--- config.mk ---
export PLATFORM = sky130hd
export DESIGN_NAME = mux7_rr_scheduler
export DESIGN_NICKNAME = d
export VERILOG_FILES = /design/src/rtl/mux7_rr_scheduler.sv
export SDC_FILE = /design/constraint.sdc
export NUM_CORES = 1
export LEC_CHECK = 0
export CAP_MARGIN = 25
export CORE_ASPECT_RATIO = 0.8
export CORE_UTILIZATION = 35
export DETAILED_ROUTE_END_ITERATION = 16
export DONT_BUFFER_PORTS = 1
export PLACE_DENSITY = 0.52
export SYNTH_ARGS = -nofsm -noshare
export SYNTH_HDL_FRONTEND = slang
export SYNTH_SLANG_ARGS = --single-unit
--- constraint.sdc ---
create_clock -name clock -period 4.75 [get_ports clock]
set_clock_uncertainty 0.1 [all_clocks]
set_input_delay 0.475 -clock clock [delete_from_list [all_inputs] [get_ports clock]]
set_output_delay 0.475 -clock clock [all_outputs]
set_load 0.02 [all_outputs]
--- src/rtl/mux7_rr_scheduler.sv ---
`default_nettype none
// +--------------------------------------------------------------------------+
// | Module      : mux7_rr_scheduler                                          |
// | Description : 7:1 serial data mux with burst-based round-robin grants.   |
// |               MUX7_SCHED_FIXED_PRIORITY_EN selects lowest-index-wins.    |
// | Revision    : 1.0 - initial release                                      |
// +--------------------------------------------------------------------------+
module mux7_rr_scheduler #(
    parameter int BURST_LEN = 4
) (
    input  logic       clock,
    input  logic       reset,
    input  logic [6:0] req,
    input  logic [6:0] data_in,
    input  logic       out_ready,
    output logic       out_data,
    output logic       out_valid,
    output logic [2:0] mux_sel,
    output logic [6:0] grant,
    output logic       busy
);

    typedef enum logic [0:0] {
        IDLE  = 1'b0,
        SERVE = 1'b1
    } state_t;

    localparam logic [3:0] c_last_beat = 4'(BURST_LEN - 1);
    localparam logic [2:0] c_no_src    = 3'b111;

    state_t     r_state, w_state_nxt;
    logic [2:0] r_owner, w_owner_nxt;
    logic [2:0] r_last,  w_last_nxt;
    logic [3:0] r_beat_cnt, w_beat_cnt_nxt;
    logic [2:0] w_win;

`ifdef MUX7_SCHED_FIXED_PRIORITY_EN
    function automatic logic [2:0] pick_winner(input logic [6:0] r, input logic [2:0] lst);
        logic [2:0] pick;
        pick = 3'd0;
        for (int i = 6; i >= 0; i--) begin
            if (r[i]) pick = 3'(i);
        end
        return pick;
    endfunction
`else
    // Search starts one past the last released owner and wraps 6 -> 0.
    function automatic logic [2:0] pick_winner(input logic [6:0] r, input logic [2:0] lst);
        logic [2:0] pick;
        logic [2:0] idx;
        logic       found;
        pick  = 3'd0;
        idx   = lst;
        found = 1'b0;
        for (int k = 0; k < 7; k++) begin
            idx = (idx == 3'd6) ? 3'd0 : idx + 3'd1;
            if (!found && r[idx]) begin
                pick  = idx;
                found = 1'b1;
            end
        end
        return pick;
    endfunction
`endif

    assign w_win = pick_winner(req, r_last);

    always_ff @(posedge clock or posedge reset) begin
        if (reset) begin
            r_state    <= IDLE;
            r_owner    <= 3'd0;
            r_last     <= 3'd6;
            r_beat_cnt <= 4'd0;
        end else begin
            r_state    <= w_state_nxt;
            r_owner    <= w_owner_nxt;
            r_last     <= w_last_nxt;
            r_beat_cnt <= w_beat_cnt_nxt;
        end
    end

    always_comb begin
        w_state_nxt    = r_state;
        w_owner_nxt    = r_owner;
        w_last_nxt     = r_last;
        w_beat_cnt_nxt = r_beat_cnt;
        out_data       = 1'b0;
        out_valid      = 1'b0;
        mux_sel        = c_no_src;
        grant          = 7'd0;
        busy           = 1'b0;
        case (r_state)
            IDLE: begin
                if (req != 7'd0) begin
                    w_state_nxt    = SERVE;
                    w_owner_nxt    = w_win;
                    w_beat_cnt_nxt = 4'd0;
                end
            end
            SERVE: begin
                out_data  = data_in[r_owner];
                out_valid = 1'b1;
                mux_sel   = r_owner;
                grant     = 7'd1 << r_owner;
                busy      = 1'b1;
                // A dropped request ends the burst even if a beat lands on this edge.
                if (!req[r_owner] || (out_ready && r_beat_cnt == c_last_beat)) begin
                    w_state_nxt = IDLE;
                    w_last_nxt  = r_owner;
                end else if (out_ready) begin
                    w_beat_cnt_nxt = r_beat_cnt + 4'd1;
                end
            end
            default: w_state_nxt = IDLE;
        endcase
    end

endmodule
`default_nettype wire
==> results.md <==
* Crit path max fanout at 40
* Req. time, crit path at approximately 4.8 ns
* Area leader, netlist: dfrtp_1
* First-pass GRT wire length at between 7000 and 8000 microns
* Synth Area in Compound Gates at 0.308
* Total GRT Usage at 0.173
* Worst setup SP type: flip-flop
* Area of the multi-input gates at 1300 sq um
* Syn_area_per_cell at 7.79 sq um
* Fillers at 504
* Vias at 1,671
* Adder-cell area share of the yosys netlist at 0.00717
* Flop2flop setup slack at 1.51 ns
* Peak supply drop at between 0.0002 and 0.00025 V
* Pre-CTS setup slack at approximately 1.6 ns
* Final Non-Filler Cells at approximately 270
* Status: complete, no violations
* R2r worst-path depth at 8
* Post-route DRC at 0
* Cts repair resizes at 0
* Leakage at about 0.64 nW
* Worst Path Buf+Inv at 0
* Placed Area at 1690 sq um
* Layout cells sized above 1 at 0.144
* Worst reg2reg endpoint: r_owner[2]
* CTS tree: done
* Worst slew margin at 0.361
* Yosys warnings at 0
* Tmin final at between 3 and 4 ns
* Root buf cell: clkbuf_8
* Worst reg2reg path startpoint: r_last[1]
* Cts bufs inserted at 3
* Clk sinks at 11
* Die H at around 65 microns
* Die width at between 80 and 90 microns
* Number of global-route vias before repair at approximately 1.4k
* Cell Area, Synth at 1750 sq um
* Synth unique cells at between 70 and 80
* Mux cell area share after synthesis at 0.127
* Critical Path Max Stage Delay at approximately 1.0 ns
* F_max at about 300 MHz
* CP cell instances: nand2b_1, o32ai_2, a211oi_4, and2b_4, or3b_1, o22ai_1, a31oi_1, o32a_1
* Syn_nets at approximately 240
* CTS Hold Buffers Added at 0
* Drt pass-1 iters at 4
* DP HPWL at ~3200 microns
* Setup bufs post-CTS at 0
* Clock-pin slew on the worst setup and hold paths at 0.05 ns
* Endpoint class of the critical path: flip-flop
* Clk_lat worst skew at roughly 0.24 ns
* Total placed cells including tap cells at 264
* Setup TNS at 0 ns
* Worst-Margin Slew at between 0.9 and 1 ns
* Seq/Total Area, Yosys at 0.159
* Final #Nets at 227
* I/O Buffers at 0
* DRT Wirelength at about 4500 microns
* Setup ws final at between 1.5 and 2 ns
* CP delay by family, top: flip-flops
* CTS Buffer Depth at 2
* Final slew viol count at 0
* FF/Latch Area at about 280 sq um
* Worst min path class: input port to asynchronous set/reset pin
* Layout Area Growth over Synthesis at -0.502%
* Maximum Capacitance Violations at 0
* Commonest non-fill, non-tap cell in the layout: nand2_1
* Ant diodes at 0
* H-tree lvl count at 1
* Final hold slack at about 0.018 ns
* Number of synthesized flops with an enable pin at 0
* Critical path type: flip-flop to flip-flop
* Largest net degree at the start of global routing at 41
* Slowest stage cell, crit path: dfstp_2
* Main flop type after synthesis: dfrtp_1
* RSZ-0062 raised after global routing: no
* Fin crit share at 0.682
* Area share of the largest cell type after synthesis at 0.129
* Top cells by area, synth: dfrtp_1 13%, mux2i_1 6.9%, nand2_1 4.7%
* Main combinational cell family by area after synthesis: compound AO/OA/AOI/OAI gates
* Async set or reset register ratio after synthesis at 1.00
* I/O Pins at 30
* Row count at 22
* Post-synthesis simple-gate area fraction at 0.297
* Synth Instances at approximately 220
* Vias/cell at approximately 6.2
* Core Region at 4680 sq um
* Wirelength per Cell at about 17 microns
* XOR/XNOR share of the synthesized area at 0.00502
* Die area at 5280 sq um
* Final ANT Viol Nets at 0
* Final hold violations at 0
* Fin area at 1740 sq um
* Commonest cells after routing, fill and taps aside: 22 x nand2_1, 17 x nor2_1, 13 x o21ai_0, 12 x a21oi_1, 12 x mux2i_1
* DRT iter0 DRCs at 150
* Initial Util at 0.373
* Synth Register Bits at 11
* Initial antenna violation count at 0
* Grt total ovfl at 0
* Final setup violation count at 0
* Crit path DAT at roughly 3.3 ns
* PD cells at between 700 and 800 nW/um^2
* GPL Wtd Cong at a little over 0.9
==> layer usage <==
metal,up-vias,GRT usage,part of all wire,routed length [microns]
li1,808,-,-,-
met1,800,0.273,0.50,2240
met2,59,0.242,0.42,1890
met3,4,0.0319,0.071,316
met4,0,0.0246,0.0063,28
met5,-,0,0,0
==> registers in the layout, indices dropped and copies added, names as in the netlist <==
| name | cells |
|---|---|
| r_owner | 3 |
| r_last | 3 |
| r_state | 1 |
| r_beat_cnt | 4 |
==> how the worst max path moves through the flow <==
stage,cells after the start,endpoint,startpoint
2_1_floorplan,9,r_owner[2],r_last[1]
3_3_place_gp,8,r_owner[2],r_last[1]
3_5_place_dp,8,r_owner[2],r_last[1]
4_1_cts,8,r_owner[2],r_last[1]
5_1_grt,8,r_owner[2],r_last[1]
6_report,8,r_owner[2],r_last[1]
==> logic make-up after synthesis <==
group | after synthesis
compound gates | 70
simple gates | 92
fa+ha+maj | 1
flops | 11
mux | 19
xor+xnor | 1
buf+inv | 30
==> where the power goes <==
part | internal [mW] | leakage (nW) | switching, mW
Clock | 0.0587 | 0.0228 | 0.0331
Sequential | 0.142 | 0.133 | 0.182
Combinational | 0.387 | 0.486 | 0.508
==> through the flow <==
stage,utilization,power (mW)
CTS,0.371,1.30
detailed placement,0.361,1.21
global placement,0.361,1.23
finish,0.371,1.31
floorplan,-,1.09
global route,0.371,1.42
==> synthesized netlist by cell type (2+ instances only) <==
master	instances
nand3_1	2
a41oi_1	2
o22ai_1	6
buf_4	2
nand4_1	3
o221ai_1	2
a22o_1	3
mux2i_1	12
clkbuf_1	4
nand2_1	22
nor4_1	3
o21ai_0	13
nor3_1	6
buf_2	9
nor2_1	17
mux4_2	2
or3_1	3
mux2_2	4
nand2b_1	10
a21o_1	2
o32ai_1	2
inv_1	8
nor3b_2	2
buf_6	5
nor2b_1	8
a31oi_1	3
o211ai_1	2
a21oi_1	12
nor2_2	2
dfstp_2	2
o21ai_1	2
dfrtp_1	9
==> cell type report <==
type | count | area share
sequential | 11 | 0.160
multi-input combinational | 183 | 0.747
tap | 60 | 0.0432
timing repair buffer | 1 | 0.00432
inverter | 9 | 0.0195
clock buffer | 4 | 0.0259
Power figures use the tool's default switching activity.
